==> config.mk <==
export PLATFORM = sky130hd
export DESIGN_NAME = dfe_adapt_ctrl
export DESIGN_NICKNAME = d
export VERILOG_FILES = /design/src/rtl/dfe_pkg.sv /design/src/rtl/dfe_tap_lms.sv /design/src/rtl/dfe_adapt_ctrl.sv
export SDC_FILE = /design/constraint.sdc
export NUM_CORES = 1
export LEC_CHECK = 0
export ABC_AREA = 1
export CORE_MARGIN = 1.5
export CORE_UTILIZATION = 30
export DETAILED_ROUTE_END_ITERATION = 8
export PLACE_DENSITY = 0.56
export SYNTH_ARGS = -nofsm -noshare
export SYNTH_HDL_FRONTEND = slang
export SYNTH_SLANG_ARGS = --single-unit
==> constraint.sdc <==
create_clock -name clk -period 9.5 [get_ports clk]
set_clock_uncertainty 0.1 [all_clocks]
set_input_delay 0.95 -clock clk [delete_from_list [all_inputs] [get_ports clk]]
set_output_delay 0.95 -clock clk [all_outputs]
set_load 0.01 [all_outputs]
==> src/rtl/dfe_pkg.sv <==
// ============================================================================
// Module      : dfe_pkg
// Description : Shared types, defaults and helpers for the DFE adaptation ctrl.
// Revision    : 1.0 - initial release
// ============================================================================
`default_nettype none

package dfe_pkg;

  typedef enum logic [1:0] {
    IDLE   = 2'd0,
    TRAIN  = 2'd1,
    SETTLE = 2'd2,
    TRACK  = 2'd3
  } dfe_adapt_state_t;

  localparam int c_SIGNAL_RESOLUTION = 8;
  localparam int c_TAP_WIDTH         = 8;

  // Clamp a + b into the signed range of a width-bit two's-complement value.
  function automatic int sat_add(input int a, input int b, input int width);
    int hi;
    int lo;
    int s;
    hi = (1 << (width - 1)) - 1;
    lo = -(1 << (width - 1));
    s  = a + b;
    if (s > hi)      sat_add = hi;
    else if (s < lo) sat_add = lo;
    else             sat_add = s;
  endfunction

endpackage

`default_nettype wire

==> src/rtl/dfe_tap_lms.sv <==
// ============================================================================
// Module      : dfe_tap_lms
// Description : One DFE feedback tap with saturating sign-sign LMS update.
// Revision    : 1.0 - initial release
// ============================================================================
`default_nettype none

module dfe_tap_lms
  import dfe_pkg::*;
#(
  parameter int TAP_WIDTH = c_TAP_WIDTH,
  parameter int STEP      = 1
) (
  input  logic                        clk,
  input  logic                        rstn,
  input  logic                        i_en,
  input  logic                        i_err_neg,
  input  logic                        i_dec_neg,
  output logic signed [TAP_WIDTH-1:0] o_tap
);

  logic signed [TAP_WIDTH-1:0] r_tap;
  logic signed [TAP_WIDTH-1:0] w_next;
  logic                        w_match;

  assign w_match = (i_err_neg == i_dec_neg);
  assign w_next  = TAP_WIDTH'(sat_add(int'(r_tap), w_match ? STEP : -STEP, TAP_WIDTH));

  always_ff @(posedge clk) begin
    if (!rstn)     r_tap <= '0;
    else if (i_en) r_tap <= w_next;
  end

  assign o_tap = r_tap;

endmodule

`default_nettype wire

==> src/rtl/dfe_adapt_ctrl.sv <==
// ============================================================================
// Module      : dfe_adapt_ctrl
// Description : DFE training/tracking sequencer, tap owner and lock detector.
//               Define DFE_ADAPT_TRACK_EN to keep adapting taps in TRACK.
// Revision    : 1.0 - initial release
// ============================================================================
`default_nettype none

module dfe_adapt_ctrl
  import dfe_pkg::*;
#(
  parameter int NUM_TAPS          = 2,
  parameter int SIGNAL_RESOLUTION = c_SIGNAL_RESOLUTION,
  parameter int TAP_WIDTH         = c_TAP_WIDTH,
  parameter int STEP              = 1,
  parameter int SETTLE_CYCLES     = 4,
  parameter int ERR_THRESH        = 4,
  parameter int LOCK_COUNT        = 16
) (
  input  logic                                clk,
  input  logic                                rstn,
  input  logic                                i_start,
  input  logic                                i_abort,
  input  logic [15:0]                         i_train_len,
  input  logic signed [SIGNAL_RESOLUTION-1:0] i_err,
  input  logic                                i_err_valid,
  input  logic [NUM_TAPS-1:0]                 i_dec_sign,
  output logic                                o_mode_train,
  output logic [NUM_TAPS*TAP_WIDTH-1:0]       o_taps,
  output logic                                o_busy,
  output logic                                o_done,
  output logic                                o_locked
);

  localparam int c_SET_W = $clog2(SETTLE_CYCLES + 1);
  localparam int c_RUN_W = $clog2(LOCK_COUNT + 1);

  dfe_adapt_state_t r_state;
  dfe_adapt_state_t w_state_nxt;
  logic             w_done_nxt;
  logic             r_done;
  logic [15:0]      r_len;
  logic [15:0]      r_sym_cnt;
  logic [15:0]      w_sym_inc;
  logic [c_SET_W-1:0] r_settle_cnt;
  logic               w_settle_last;
  logic [c_RUN_W-1:0] r_run_cnt;
  logic [c_RUN_W-1:0] w_run_inc;
  logic               r_locked;
  logic [SIGNAL_RESOLUTION:0] w_err_ext;
  logic [SIGNAL_RESOLUTION:0] w_err_abs;
  logic w_err_neg;
  logic w_err_zero;
  logic w_in_thresh;
  logic w_start_acc;
  logic w_lock_state;
  logic w_adapt_state;
  logic w_tap_en;

  assign w_sym_inc     = r_sym_cnt + 16'd1;
  assign w_settle_last = (r_settle_cnt == c_SET_W'(SETTLE_CYCLES - 1));
  assign w_start_acc   = (r_state == IDLE) && i_start && !i_abort;

  // Widened by one bit so the most negative error maps to its true magnitude.
  assign w_err_neg   = i_err[SIGNAL_RESOLUTION-1];
  assign w_err_zero  = (i_err == '0);
  assign w_err_ext   = {i_err[SIGNAL_RESOLUTION-1], i_err};
  assign w_err_abs   = w_err_neg ? (~w_err_ext + 1'b1) : w_err_ext;
  assign w_in_thresh = (w_err_abs <= (SIGNAL_RESOLUTION + 1)'(ERR_THRESH));
  assign w_run_inc   = (r_run_cnt == c_RUN_W'(LOCK_COUNT)) ? r_run_cnt : r_run_cnt + 1'b1;

  always_comb begin
    w_state_nxt = r_state;
    w_done_nxt  = 1'b0;
    if (i_abort) begin
      w_state_nxt = IDLE;
    end else begin
      case (r_state)
        IDLE: begin
          if (i_start) begin
            w_state_nxt = (i_train_len == 16'd0) ? SETTLE : TRAIN;
            w_done_nxt  = (i_train_len == 16'd0);
          end
        end
        TRAIN: begin
          if (i_err_valid && (w_sym_inc == r_len)) begin
            w_state_nxt = SETTLE;
            w_done_nxt  = 1'b1;
          end
        end
        SETTLE:  if (w_settle_last) w_state_nxt = TRACK;
        TRACK:   w_state_nxt = TRACK;
        default: w_state_nxt = IDLE;
      endcase
    end
  end

  always_ff @(posedge clk) begin
    if (!rstn) begin
      r_state <= IDLE;
      r_done  <= 1'b0;
    end else begin
      r_state <= w_state_nxt;
      r_done  <= w_done_nxt;
    end
  end

  assign w_lock_state = (r_state == TRAIN) || (r_state == TRACK);

  always_ff @(posedge clk) begin
    if (!rstn || i_abort) begin
      r_len        <= rstn ? r_len : 16'd0;
      r_sym_cnt    <= '0;
      r_settle_cnt <= '0;
      r_run_cnt    <= '0;
      r_locked     <= 1'b0;
    end else if (w_start_acc) begin
      r_len        <= i_train_len;
      r_sym_cnt    <= '0;
      r_settle_cnt <= '0;
      r_run_cnt    <= '0;
      r_locked     <= 1'b0;
    end else begin
      if ((r_state == TRAIN) && i_err_valid) r_sym_cnt <= w_sym_inc;
      if (r_state == SETTLE)
        r_settle_cnt <= w_settle_last ? '0 : r_settle_cnt + 1'b1;
      if (w_lock_state && i_err_valid) begin
        if (w_in_thresh) begin
          r_run_cnt <= w_run_inc;
          r_locked  <= r_locked | (w_run_inc == c_RUN_W'(LOCK_COUNT));
        end else begin
          r_run_cnt <= '0;
          r_locked  <= 1'b0;
        end
      end
    end
  end

`ifdef DFE_ADAPT_TRACK_EN
  assign w_adapt_state = (r_state == TRAIN) || (r_state == TRACK);
`else
  assign w_adapt_state = (r_state == TRAIN);
`endif

  assign w_tap_en = w_adapt_state && i_err_valid && !i_abort && !w_err_zero;

  generate
    for (genvar g = 0; g < NUM_TAPS; g++) begin : g_tap
      dfe_tap_lms #(
        .TAP_WIDTH (TAP_WIDTH),
        .STEP      (STEP)
      ) u_tap (
        .clk       (clk),
        .rstn      (rstn),
        .i_en      (w_tap_en),
        .i_err_neg (w_err_neg),
        .i_dec_neg (i_dec_sign[g]),
        .o_tap     (o_taps[g*TAP_WIDTH +: TAP_WIDTH])
      );
    end
  endgenerate

  assign o_mode_train = (r_state == TRAIN);
  assign o_busy       = (r_state != IDLE);
  assign o_done       = r_done;
  assign o_locked     = r_locked;

endmodule

`default_nettype wire

== Word level (Yosys, flattened, before mapping) ==
Index checks and enable logic that the tools add are counted.

* Add/sub/neg operators: 6
* $lt $le $gt $ge: 5
* Equal/unequal tests: 13
* Multiplexer cells: 22
* Bitwise gates (word level): 3
* Reduce and logical (&&, ||, !) cells: 21

{| class="wikitable"
|+ Operator list
! kind !! count
|-
| $add A8 B32 Y32 || 2
|-
| $gt A32 B8 Y1 const B || 2
|-
| $lt A32 B8 Y1 const B || 2
|-
| $mux W32 || 2
|-
| $mux W16 || 3
|-
| $mux W8 || 4
|-
| $add A16 B1 Y16 const B || 1
|-
| $eq A16 B16 Y1 || 1
|-
| $logic_not A16 Y1 || 1
|-
| $eq A5 B5 Y1 const B || 2
|-
| $mux W5 || 2
|-
| $add A9 B1 Y9 const B || 1
|-
| $le A9 B3 Y1 const B || 1
|-
| $mux W9 || 1
|-
| $not A9 Y9 || 1
|-
| $logic_not A8 Y1 || 1
|-
| $mux W2 || 4
|-
| $pmux W2 S4 || 1
|-
| $logic_and A1 B1 Y1 || 7
|-
| $ne A2 B2 Y1 const B || 3
|-
| $add A5 B1 Y5 const B || 1
|-
| $eq A2 B2 Y1 const B || 2
|-
| $reduce_bool A2 Y1 || 2
|-
| $reduce_or A2 Y1 || 2
|-
| other kinds (15) || 21
|}

* Flip-flop bits (word level): 60
* Output and inout bits: 20
* Word-level logic and storage cells: 79

== Depth between registers and ports, before layout ==
Gate-level depths: netlist of the first run.

* Depth in word-level cells: 6
* Mapped depth: 25
* Mapped depth without buffers: 24

== Modules after synthesis ==
From an unflattened synthesis of the first run, not the netlist that was laid out.

* Cells, all modules: 797
* Area total of the unflattened synthesis: 5,283.8 µm²

{| class="wikitable"
|+ Modules (own cells, without submodules)
! module !! instances !! cells each !! area an instance (µm²) !! sequential area each (µm²)
|-
| dfe_adapt_ctrl || 1 || 410 || 2,747.6 || 1,041.0
|-
| dfe_tap_lms at g_tap[1].u_tap || 1 || 195 || 1,273.7 || 160.2
|-
| dfe_tap_lms at g_tap[0].u_tap || 1 || 192 || 1,262.5 || 160.2
|}

== Worst setup path after synthesis of the first run ==
OpenSTA, ideal clock, no wires.

* Path type: in2reg
* Start: in i_err[7]
* End: reg g_tap[1].u_tap.r_tap[2]
* Library setup time: 0.109 ns
* Data arrival time: 5.109 ns
* Data required time: 9.291 ns
* Path slack: 4.182 ns
* Stages on the path: 24
* Buffers on the path: 1
* Cell sequence: clkbuf_1 xnor2_1 inv_1 ha_1 a21o_1 nand2_1 nand2_1 nor2_1 nor2_1 a21oi_1 inv_1 o21ai_0 inv_1 fa_1 inv_1 nand4_1 nor4_1 nand2_1 nor2_1 nand2_1 nand2_2 nand3_1 nand2_1 inv_1

* Word-level cells in the longest chain between the ends: 6
* Elaborated cells between the ends (all ways): 10
* Those cells by class: add/sub: 1; order compare: 2; eq/ne: 1; mux: 3; reduce/logical: 3

{| class="wikitable"
|+ Ends and longest elaborated chain
! what !! line !! text
|-
| from (decl) || dfe_adapt_ctrl.sv:25 || <nowiki>input logic signed [SIGNAL_RESOLUTION-1:0] i_err,</nowiki>
|-
| $eq A1 B1 Y1 || dfe_tap_lms.sv:26 || <nowiki>assign w_match = (i_err_neg == i_dec_neg);</nowiki>
|-
| $mux W32 || dfe_tap_lms.sv:27 || <nowiki>assign w_next = TAP_WIDTH'(sat_add(int'(r_tap), w_match ? STEP : -STEP, TAP_WIDTH));</nowiki>
|-
| $add A8 B32 Y32 || dfe_pkg.sv:27 || <nowiki>s = a + b;</nowiki>
|-
| $lt A32 B8 Y1 || dfe_pkg.sv:29 || <nowiki>else if (s < lo) sat_add = lo;</nowiki>
|-
| $mux W8 || dfe_pkg.sv:29 ||
|-
| $mux W8 || dfe_pkg.sv:28 || <nowiki>if (s > hi) sat_add = hi;</nowiki>
|-
| to (signal assigned) || dfe_tap_lms.sv:31 || <nowiki>else if (i_en) r_tap <= w_next;</nowiki>
|-
| to (decl) || dfe_tap_lms.sv:22 || <nowiki>logic signed [TAP_WIDTH-1:0] r_tap;</nowiki>
|}

Parallel ways exist; a longest one is shown, timed or not.
A chain may end at the register's enable or synchronous reset.

== Worst setup path after layout of the first run ==
* Start: in i_err[7]
* End: reg g_tap[1].u_tap.r_tap[1]

Same word-level chain as after synthesis.

==> results of run 1 <==
[metrics by stage]
step	hold slack (ps)	util, %
finish	351	37.5
global route	374	37.5
CTS	349	37.5
detailed placement	340	35.6
global placement	342	35.6
floorplan	322	-
[final cells by class]
type	instances	area [um2]	area share, %
Multi-Input combinational cell	506	3060	50.9
Clock buffer	10	239	3.97
Tap cell	216	270	4.49
Clock inverter	6	63.8	1.06
Timing Repair Buffer	52	515	8.57
Sequential cell	60	1360	22.6
Inverter	134	503	8.36
[metal layers]
metal / vias up / routed length [um]
li1: 2362 / -
met1: 1986 / 5570
met2: 68 / 5610
met3: 15 / 505
met4: 0 / 204
met5: - / 0
[worst max-delay path, delay by kind of cell]
family / cells / cell delay (ps)
AO/OA/AOI/OAI: 3 / 800
XOR/XNOR: 1 / 750
adder cells (fa/ha/maj): 2 / 990
AND/OR/NAND/NOR: 12 / 1290
buffers and inverters: 6 / 1580
[flip-flops by register name, summed over array words and instances (netlist names)]
signal             count
g_tap.u_tap.o_tap     16
r_len                 16
r_state                2
o_locked               1
r_settle_cnt           3
r_sym_cnt             16
r_run_cnt              5
o_done                 1
[where the power goes]
part	internal, mW	switching [mW]
clock	0.209	0.122
sequential	0.272	0.00610
combinational	0.0585	0.0895
[cells in the final DEF, fill, tap and decap left out, drive strengths merged]
| cell | count |
|---|---|
| o31ai | 2 |
| nand2 | 150 |
| or2 | 2 |
| o211ai | 2 |
| nor3 | 7 |
| a21boi | 1 |
| dfxtp | 44 |
| clkbuf | 10 |
| ha | 20 |
| o21ai | 31 |
| nand3b | 8 |
| a311oi | 1 |
| o41ai | 1 |
| clkdlybuf4s50 | 50 |
| nor4 | 9 |
| nor2 | 101 |
| bufinv | 1 |
| xor2 | 10 |
| edfxtp | 16 |
| a21oi | 44 |
| xnor3 | 1 |
| buf | 2 |
| o21bai | 2 |
| fa | 28 |
| a31oi | 3 |
| clkinv | 3 |
| nor3b | 1 |
| nand3 | 53 |
| clkinvlp | 2 |
| inv | 134 |
| o21a | 1 |
| nand4 | 17 |
| xnor2 | 8 |
| a21o | 2 |
| a211o | 1 |
[kinds of logic after synthesis]
group / count (synthesis) / synth area share [%]
compound gates: 91 / 10.1
xor+xnor: 19 / 3.62
fa+ha+maj: 48 / 16.3
buf+inv: 146 / 11.1
flops: 60 / 27.4
simple gates: 348 / 31.4
[worst max-delay path by stage]
stage	endpoint	slack [ps]	depth (start not counted)
4_1_cts	g_tap[1].u_tap.o_tap[1]$_SDFFE_PN0P_	3240	24
3_5_place_dp	g_tap[1].u_tap.o_tap[2]$_SDFFE_PN0P_	2890	24
3_3_place_gp	g_tap[1].u_tap.o_tap[5]$_SDFFE_PN0P_	2880	24
2_1_floorplan	g_tap[1].u_tap.o_tap[2]$_SDFFE_PN0P_	4180	24
5_1_grt	g_tap[1].u_tap.o_tap[0]$_SDFFE_PN0P_	2720	24
6_report	g_tap[1].u_tap.o_tap[1]$_SDFFE_PN0P_	3290	24
==> metrics.md, run 1 <==
| Metric | Value |
|---|---|
| Outcome | `complete, no violations` |
| RR Startpoint | `g_tap[0].u_tap.o_tap[7]$_SDFFE_PN0P_` |
| R2r worst-path depth | `14` |
| Crit path largest cell delay | `between 700 and 800 ps` |
| Worst vdd ir | `0.0999 mV` |
| Die ar. | `0.0174 mm2` |
| Post-CTS setup buffer count | `0` |
| Placed Cells | `between 900 and 1000` |
| Setup crit start | `i_err[7]` |
| Max Slew Vio Count | `0` |
| IO buf count | `50` |
| Hold path depth | `2` |
| CTS resizes | `0` |
| CTS Buf Count | `9` |
| Setup TNS | `0 ps` |
| Die height | `between 100 and 150 um` |
| Grt peak-use layer | `met2` |
| Reg2Reg Capture Point | `g_tap[0].u_tap.o_tap[3]$_SDFFE_PN0P_` |
| Endpoints failing setup | `0` |
| Power density of the placed cells | `126 mW/mm2` |
| Aggregate global-route resource usage | `roughly 14%` |
| Total Wirelength | `~12 mm` |
| CTS tree | `built` |
| Register bit total from synthesis | `60` |
| Syn Inst Count | `712` |
| Fmax | `roughly 160 MHz` |
| Final Wtd Congestion | `about 0.9` |
| Worst-path fanout max | `16` |
| Final WS setup | `3290 ps` |
| Unrepaired setup endpoints after global routing | `no` |
| H-tree depth | `3` |
| CP Capture Type | `register` |
| DR vias/cell | `4.50` |
| Grt met2 use | `around 24%` |
| Syn Area/Cell | `roughly 7 um2` |
| Synth top cells by count | `142 x nand2_1, 132 x inv_1, 92 x nor2_1, 50 x nand3_1, 44 x dfxtp_1` |
| Post-synth net total | `791` |
| Cells along the critical path | `clkdlybuf4s50_1 -> xnor2_1 -> inv_1 -> ha_1 -> a21o_1 -> nand2_1 -> nand2_1 -> nor2_1 -> nor2_1 -> a21oi_1 -> inv_1 -> o21ai_0 -> inv_1 -> fa_1 -> inv_1 -> nand4_1 -> nor4_1 -> nand2_1 -> nor2_1 -> nand2_1 -> nand2_2 -> nand3_1 -> nand2_1 -> inv_1` |
| Hold_buf cts | `0` |
| WP data required | `between 9000 and 10000 ps` |
| Final hold vios | `0` |
| Fill count | `1717` |
| Clock Sinks | `60` |
| DRT iter0 DRCs | `274` |
| Most frequent cell after synthesis | `nand2_1` |
| Pin count of the biggest net entering global routing | `28` |
| Worst-skew pair later-pin latency | `340 ps` |
| Layout cells sized above 1 | `5.99%` |
| Critical path startpoint category | `input port` |
| Largest area contributor in the netlist | `dfxtp_1` |
| Number of synthesized flops with an enable pin | `16` |
| Worst slew pin tran | `~1100 ps` |
| ANT nets after route | `0` |
| Hold path start | `r_settle_cnt[2]$_SDFFE_PP0P_` |
| Routed WL per cell | `roughly 12 um` |
| First-pass GRT wire length | `20.2 mm` |
| Final HPWL DP | `9.19 mm` |
| Synth top area share | `17.7%` |
| Initial Util | `31.0%` |
| Dpl ws | `roughly 2900 ps` |
| Ranking of synthesized cells by area | `dfxtp_1 18%, fa_1 11%, nand2_1 11%` |
| Initial antenna violation count | `0` |
| Root buffer cell | `clkbuf_16` |
| Clock transition at the registers of the reported paths | `roughly 50 ps` |
| Die width | `132 um` |
| WS Path Type | `input port to register` |
| Initial DRT Pass Iterations | `4` |
| Slew HR | `27.3%` |
| Crit path arrival time | `6350 ps` |
| Dominant synthesized flop cell | `dfxtp_1` |
| Routed via count | `4431` |
| Warnings from Yosys | `0` |
| Clock buffer depth | `2` |
| Final instance area | `0.00601 mm2` |
| Non-Filler Instances | `984` |
| Area Growth Syn to Fin | `21.0%` |
| Final period util | `65.4%` |
| Tot Pwr | `0.757 mW` |
| Antenna cells | `0` |
| Crit-path slowest cell | `xnor2_1` |
| Area post-placement | `0.00571 mm2` |
| GR Overflow Total | `0` |
| Worst Hold Path EP | `r_settle_cnt[2]$_SDFFE_PP0P_` |
| Num rows | `46` |
| Post-route minimum period | `roughly 6200 ps` |
| Placeable core area | `0.0161 mm2` |
| Number of global-route vias before repair | `4215` |
| Met1 GRT Util | `18.3%` |
| FF-to-FF setup slack | `~5700 ps` |
| Register area share after synthesis | `27.4%` |
| HP Class | `register to register` |
| Top Ports | `51` |
| Pleak | `approximately 2.7 nW` |
| Drc violations | `0` |
| Asr flop ratio synth | `0%` |
| Synth cell types | `40` |
| Max Cap Viol | `0` |
| Netlist Area Pre-Place | `0.00497 mm2` |
| Final net count | `around 840` |
| GR Util met3 | `3.40%` |
No activity file was read; power rests on OpenSTA's default activity.
==> run 2, diff against run 1 <==
==> constraint.sdc (replaced) <==
create_clock -name clk -period 6.4 [get_ports clk]
set_clock_uncertainty 0.1 [all_clocks]
set_input_delay 0.64 -clock clk [delete_from_list [all_inputs] [get_ports clk]]
set_output_delay 0.64 -clock clk [all_outputs]
set_load 0.01 [all_outputs]
==> metrics.md, run 2 (synthesis results as in run 1) <==
| Metric | Value |
|---|---|
| Layout cells sized above 1 | `5.61% (was 5.99%)` |
| Max Cap Viol | `0 (unchanged)` |
| Critical path startpoint category | `input port (unchanged)` |
| Crit path largest cell delay | `710 ps (was 750 ps)` |
| Non-Filler Instances | `983 (was 984)` |
| Reg2Reg Capture Point | `g_tap[1].u_tap.o_tap[2]$_SDFFE_PN0P_ (was g_tap[0].u_tap.o_tap[3]$_SDFFE_PN0P_)` |
| HP Class | `register to register (unchanged)` |
| GR Overflow Total | `0 (unchanged)` |
| WS Path Type | `input port to register (unchanged)` |
| Routed via count | `4435 (was 4431)` |
| Worst-path fanout max | `7 (was 16)` |
| Worst slew pin tran | `1110 ps (was 1090 ps)` |
| DRT iter0 DRCs | `225 (was 274)` |
| Final Wtd Congestion | `0.888 (was 0.892)` |
| Pin count of the biggest net entering global routing | `28 (unchanged)` |
| Pleak | `2.69 nW (was 2.68 nW)` |
| Post-CTS setup buffer count | `0 (unchanged)` |
| Hold path depth | `2 (unchanged)` |
| Die height | `132 um (unchanged)` |
| Crit-path leading delay family | `simple AND/OR/NAND/NOR gates (was buffers and inverters)` |
| First-pass GRT wire length | `20.1 mm (was 20.2 mm)` |
| Setup TNS | `0 ps (unchanged)` |
| Hold_buf cts | `0 (unchanged)` |
| Clock buffer depth | `2 (unchanged)` |
| Clock transition at the registers of the reported paths | `50 ps (about the same)` |
| Post-route minimum period | `5330 ps` |
| Number of global-route vias before repair | `4176 (was 4215)` |
| CP Capture Type | `register (unchanged)` |
| Commonest non-fill, non-tap cell in the layout | `nand2_1 (unchanged)` |
| Logic pwr share | `19.8% (was 19.5%)` |
| Worst vdd ir | `0.124 mV (was 0.0999 mV)` |
| Aggregate global-route resource usage | `14.1% (was 14.4%)` |
| Antenna cells | `0 (unchanged)` |
| Die ar. | `0.0174 mm2 (unchanged)` |
| Worst Hold Path EP | `r_settle_cnt[2]$_SDFFE_PP0P_ (unchanged)` |
| Final net count | `844 (was 842)` |
| Number of buffers and inverters on the critical path | `5 (was 6)` |
| Outcome | `complete, no violations (unchanged)` |
| Fmax | `188 MHz` |
| Initial antenna violation count | `0 (unchanged)` |
| H-tree depth | `3 (unchanged)` |
| FF-to-FF setup slack | `2510 ps (was 5670 ps)` |
| Die width | `132 um (unchanged)` |
| Initial Util | `31.0% (unchanged)` |
| Max Slew Vio Count | `0 (unchanged)` |
| Hold path start | `r_settle_cnt[2]$_SDFFE_PP0P_ (unchanged)` |
| Endpoints failing setup | `0 (unchanged)` |
| Top Ports | `51 (unchanged)` |
| Final period util | `83.3%` |
| CTS resizes | `0 (unchanged)` |
| WP data required | `6580 ps (was 9640 ps)` |
| Final HPWL DP | `9.19 mm (about the same)` |
| Area Growth Syn to Fin | `21.1% (was 21.0%)` |
| CTS tree | `built (unchanged)` |
| Total Wirelength | `12.0 mm (was 11.9 mm)` |
| Most frequent cells in the layout | `142 x nand2_1, 132 x inv_1, 92 x nor2_1 (unchanged)` |
| Area post-placement | `0.00573 mm2 (was 0.00571 mm2)` |
| CTS Buf Count | `9 (unchanged)` |
| Cells along the critical path | `clkdlybuf4s50_1 -> xnor2_1 -> inv_1 -> ha_1 -> a21oi_1 -> nand2_1 -> a21oi_2 -> nor2_1 -> a21oi_1 -> inv_1 -> fa_1 -> inv_1 -> fa_1 -> nor4_1 -> nand4_1 -> nor2_1 -> nand3_1 -> nand2_1 -> nand2_1 -> nand3_1 -> nand2_1 -> inv_1 (was clkdlybuf4s50_1 -> xnor2_1 -> inv_1 -> ha_1 -> a21o_1 -> nand2_1 -> nand2_1 -> nor2_1 -> nor2_1 -> a21oi_1 -> inv_1 -> o21ai_0 -> inv_1 -> fa_1 -> inv_1 -> nand4_1 -> nor4_1 -> nand2_1 -> nor2_1 -> nand2_1 -> nand2_2 -> nand3_1 -> nand2_1 -> inv_1)` |
| Num rows | `46 (unchanged)` |
| Final instance area | `0.00602 mm2 (was 0.00601 mm2)` |
| Slew HR | `25.8% (was 27.3%)` |
| Placeable core area | `0.0161 mm2 (unchanged)` |
| Clock power share | `43.6% (was 43.8%)` |
| Clock Sinks | `60 (unchanged)` |
| Root buffer cell | `clkbuf_16 (unchanged)` |
| Routed WL per cell | `12.2 um (was 12.1 um)` |
| Unrepaired setup endpoints after global routing | `no (unchanged)` |
| Final core occ | `37.5% (about the same)` |
| Power density of the placed cells | `188 mW/mm2 (was 126 mW/mm2)` |
| Pint | `0.824 mW (was 0.539 mW)` |
| Seq pwr share | `36.6% (was 36.7%)` |
| Dpl ws | `745 ps (was 2890 ps)` |
| Net Sw Frac | `27.1% (was 28.8%)` |
| Crit-path slowest cell | `xnor2_1 (unchanged)` |
| RR Startpoint | `g_tap[1].u_tap.o_tap[2]$_SDFFE_PN0P_ (was g_tap[0].u_tap.o_tap[7]$_SDFFE_PN0P_)` |
| ANT nets after route | `0 (unchanged)` |
| Drc violations | `0 (unchanged)` |
| Final hold vios | `0 (unchanged)` |
| Final WS setup | `1070 ps (was 3290 ps)` |
| Switching pwr | `0.307 mW (was 0.218 mW)` |
| Initial DRT Pass Iterations | `4 (unchanged)` |
| Worst-skew pair later-pin latency | `330 ps (was 340 ps)` |
| Placed Cells | `970 (was 968)` |
| Crit path arrival time | `5510 ps (was 6350 ps)` |
| Tot Pwr | `1.13 mW (was 0.757 mW)` |
| R2r worst-path depth | `21 (was 14)` |
| IO buf count | `50 (unchanged)` |
| Hold slack | `349 ps (was 351 ps)` |
| DR vias/cell | `4.51 (was 4.50)` |
run 2: how the worst max path moves through the flow:
| stage | start | to | slack, ps | cells past startpoint |
|---|---|---|---|---|
| after detailed placement | i_err[7] | g_tap[0].u_tap.o_tap[0]$_SDFFE_PN0P_ | 740 | 22 |
| after global placement | i_err[7] | g_tap[0].u_tap.o_tap[6]$_SDFFE_PN0P_ | 850 | 22 |
| after floorplan | i_err[7] | g_tap[1].u_tap.o_tap[2]$_SDFFE_PN0P_ | 1390 | 24 |
| final | i_err[7] | g_tap[0].u_tap.o_tap[0]$_SDFFE_PN0P_ | 1070 | 22 |
| after global routing | i_err[7] | g_tap[0].u_tap.o_tap[3]$_SDFFE_PN0P_ | 580 | 19 |
| after CTS | i_err[7] | g_tap[0].u_tap.o_tap[0]$_SDFFE_PN0P_ | 1070 | 22 |
run 2: power groups by stage:
stage          clock [mW]  combinational (mW)  sequential (mW)
6_report            0.493               0.224            0.413
5_1_grt             0.521               0.254            0.415
4_1_cts             0.504               0.225            0.413
3_5_place_dp            0               0.223            0.421
3_3_place_gp            0               0.224            0.421
2_1_floorplan           0               0.152            0.419
run 2: per-layer routing:
layer  part of all wire [%]  vias to the layer above  GRT usage (%)
met1                     48                     2002           18.5
met2                     48                       61           23.6
met3                    3.2                        6           3.28
li1                       -                     2366              -
met5                      0                        -              0
met4                   0.74                        0           3.21
run 2: area by class of cell:
type	count	area, um2
clock buffer	9	225
clock inverter	4	67.6
fill	1690	10000
inverter	134	503
multi-input combinational	506	3060
sequential	60	1360
tap	216	270
timing repair buffer	54	531
run 2: worst min-delay path, delay by kind of cell (launching register included):
kind                   cells  cell delay, ps
AOI/OAI and AO/OA          1              50
buffers and inverters      1              60
DFF                        1             300
==> run 3, diff against run 2 <==
--- a/config.mk
+++ b/config.mk
@@ -9,7 +9,7 @@
 export CORE_MARGIN = 1.5
 export CORE_UTILIZATION = 30
 export DETAILED_ROUTE_END_ITERATION = 8
-export PLACE_DENSITY = 0.56
+export PLACE_DENSITY = 0.57
 export SYNTH_ARGS = -nofsm -noshare
 export SYNTH_HDL_FRONTEND = slang
 export SYNTH_SLANG_ARGS = --single-unit
==> constraint.sdc (replaced) <==
create_clock -name clk -period 4.46 [get_ports clk]
set_clock_uncertainty 0.1 [all_clocks]
set_input_delay 0.446 -clock clk [delete_from_list [all_inputs] [get_ports clk]]
set_output_delay 0.446 -clock clk [all_outputs]
set_load 0.01 [all_outputs]
==> metrics.md, run 3 (synthesis results as in run 1) <==
| Metric | Value |
|---|---|
| DR vias/cell | `4.47 (was 4.51)` |
| Pleak | `2.88 nW (was 2.69 nW)` |
| DRT iter0 DRCs | `228 (was 225)` |
| Max Slew Vio Count | `0 (unchanged)` |
| CP Capture Type | `register (unchanged)` |
| Final hold vios | `0 (unchanged)` |
| Final instance area | `0.00641 mm2 (was 0.00602 mm2)` |
| WS Path Type | `input port to register (unchanged)` |
| CTS tree | `built (unchanged)` |
| H-tree depth | `3 (unchanged)` |
| Antenna cells | `0 (unchanged)` |
| Fmax | `246 MHz` |
| Unrepaired setup endpoints after global routing | `no (unchanged)` |
| Final core occ | `39.9% (was 37.5%)` |
| Non-Filler Instances | `1021 (was 983)` |
| Drc violations | `0 (unchanged)` |
| R2r worst-path depth | `19 (was 21)` |
| WP data required | `4640 ps (was 6580 ps)` |
| Pin count of the biggest net entering global routing | `28 (unchanged)` |
| Aggregate global-route resource usage | `14.3% (was 14.1%)` |
| Final HPWL DP | `9.40 mm (was 9.19 mm)` |
| Clock buffer depth | `2 (unchanged)` |
| Commonest non-fill, non-tap cell in the layout | `nand2_1 (unchanged)` |
| Post-CTS setup buffer count | `0 (unchanged)` |
| Area Growth Syn to Fin | `29.0% (was 21.1%)` |
| Final Wtd Congestion | `0.872 (was 0.888)` |
| Hold path start | `r_settle_cnt[2]$_SDFFE_PP0P_ (unchanged)` |
| RR Startpoint | `g_tap[0].u_tap.o_tap[0]$_SDFFE_PN0P_ (was g_tap[1].u_tap.o_tap[2]$_SDFFE_PN0P_)` |
| Die ar. | `0.0174 mm2 (unchanged)` |
| Initial DRT Pass Iterations | `4 (unchanged)` |
| Worst slew pin tran | `539 ps (was 1110 ps)` |
| Layout cells sized above 1 | `11.3% (was 5.61%)` |
| GR Overflow Total | `0 (unchanged)` |
| Crit path arrival time | `4240 ps (was 5510 ps)` |
| First-pass GRT wire length | `20.2 mm (was 20.1 mm)` |
| HP Class | `register to register (unchanged)` |
| Die height | `132 um (unchanged)` |
| Worst Hold Path EP | `r_settle_cnt[2]$_SDFFE_PP0P_ (unchanged)` |
| Area post-placement | `0.00607 mm2 (was 0.00573 mm2)` |
| Placed Cells | `1005 (was 970)` |
| ANT nets after route | `0 (unchanged)` |
| Worst vdd ir | `0.187 mV (was 0.124 mV)` |
| Die width | `132 um (unchanged)` |
| Endpoints failing setup | `0 (unchanged)` |
| Root buffer cell | `clkbuf_16 (unchanged)` |
| Most frequent cells in the layout | `140 x nand2_1, 130 x inv_1, 91 x nor2_1 (was 142 x nand2_1, 132 x inv_1, 92 x nor2_1)` |
| Clock transition at the registers of the reported paths | `50 ps (about the same)` |
| CTS Buf Count | `9 (unchanged)` |
| Placeable core area | `0.0161 mm2 (unchanged)` |
| Final period util | `between 90% and 100%` |
| Total Wirelength | `11.9 mm (was 12.0 mm)` |
| Initial antenna violation count | `0 (unchanged)` |
| Hold path depth | `2 (unchanged)` |
| Worst-path fanout max | `12 (was 7)` |
| Slew HR | `64.0% (was 25.8%)` |
| Final WS setup | `399 ps (was 1070 ps)` |
| Clock Sinks | `60 (unchanged)` |
| Outcome | `complete, no violations (unchanged)` |
| Fill count | `1670 (was 1690)` |
| IO buf count | `50 (unchanged)` |
| Worst-skew pair later-pin latency | `340 ps (was 330 ps)` |
| Reg2Reg Capture Point | `g_tap[0].u_tap.o_tap[1]$_SDFFE_PN0P_ (was g_tap[1].u_tap.o_tap[2]$_SDFFE_PN0P_)` |
| Final net count | `879 (was 844)` |
| Number of global-route vias before repair | `4321 (was 4176)` |
| Setup TNS | `0 ps (unchanged)` |
| Max Cap Viol | `0 (unchanged)` |
| Dpl ws | `-148 ps (was 745 ps)` |
| Top Ports | `51 (unchanged)` |
| Power density of the placed cells | `267 mW/mm2 (was 188 mW/mm2)` |
| Post-route minimum period | `4060 ps` |
| Num rows | `46 (unchanged)` |
| Critical path startpoint category | `input port (unchanged)` |
| Initial Util | `31.0% (unchanged)` |
| FF-to-FF setup slack | `1060 ps (was 2510 ps)` |
| Routed via count | `4568 (was 4435)` |
| Routed WL per cell | `11.6 um (was 12.2 um)` |
==> run 3: changes by cell type in the layout (fill, tap and decap cells not counted), sizes merged <==
cell           before  now
clkdlybuf4s50      50   49
clkinvlp            0    2
buf                 4   39
inv               134  132
clkbuf              9   12
dlymetal6s2s        0    1
==> run 3: final cells by class <==
class / instances / area [um2] / area share [%]
multi-input cells: 506 / 3150 / 49.2
flip-flops and latches: 60 / 1360 / 21.2
repair buffers: 89 / 800 / 12.5
inverters: 134 / 510 / 7.96
well taps: 216 / 270 / 4.21
clock buffers: 12 / 246 / 3.84
clock inverters: 4 / 72.6 / 1.13
==> run 3: worst max-delay path, cell delays in order <==
cell,delay (ps)
clkdlybuf4s50_1,550
xnor2_4,150
clkinvlp_4,220
buf_6,220
ha_1,290
a21oi_1,170
inv_1,50
a21oi_1,170
inv_1,110
fa_1,360
inv_1,70
fa_1,430
nor4_1,300
nand3_1,120
nor2_1,120
nand3_1,120
nand2_4,130
nand2_1,60
nand3_1,70
nand2_1,50
inv_1,40
==> run 3: layer usage <==
metal | up-vias | global-route usage [%] | routed length (um)
met4 | 0 | 4.44 | 159
met2 | 83 | 23.7 | 5470
met1 | 2028 | 18.2 | 5700
li1 | 2448 | - | -
met3 | 9 | 3.82 | 525
met5 | - | 0 | 0
==> run 3: worst max path at each step <==
| stage | slack (ps) | depth (start not counted) | end | from |
|---|---|---|---|---|
| final | 400 | 21 | g_tap[1].u_tap.o_tap[1]$_SDFFE_PN0P_ | i_dec_sign[1] |
| after global routing | 5 | 21 | g_tap[1].u_tap.o_tap[4]$_SDFFE_PN0P_ | i_dec_sign[1] |
| after CTS | 200 | 23 | g_tap[0].u_tap.o_tap[3]$_SDFFE_PN0P_ | i_err[7] |
| after detailed placement | -150 | 23 | g_tap[0].u_tap.o_tap[2]$_SDFFE_PN0P_ | i_err[7] |
| after global placement | -80 | 22 | g_tap[1].u_tap.o_tap[4]$_SDFFE_PN0P_ | i_err[7] |
| after floorplan | 20 | 22 | g_tap[0].u_tap.o_tap[0]$_SDFFE_PN0P_ | i_err[7] |
==> run 3: metrics by stage <==
stage	power [mW]	hold WS, ps
floorplan	0.830	322
global placement	0.969	337
detailed placement	0.969	337
CTS	1.73	356
global route	1.80	401
finish	1.71	352
==> run 3: what timing repair did <==
action / 4_1_cts / 5_1_grt
hold buffers: 0 / 0
endpoints found under the setup margin: 0 / 14
resized for setup: 0 / 7
==> run 3: power breakdown <==
part	switching [mW]	leakage, nW	internal, mW	total [mW]
Combinational	0.204	2.20	0.164	0.368
Sequential	0.0134	0.525	0.579	0.592
Clock	0.249	0.154	0.503	0.752
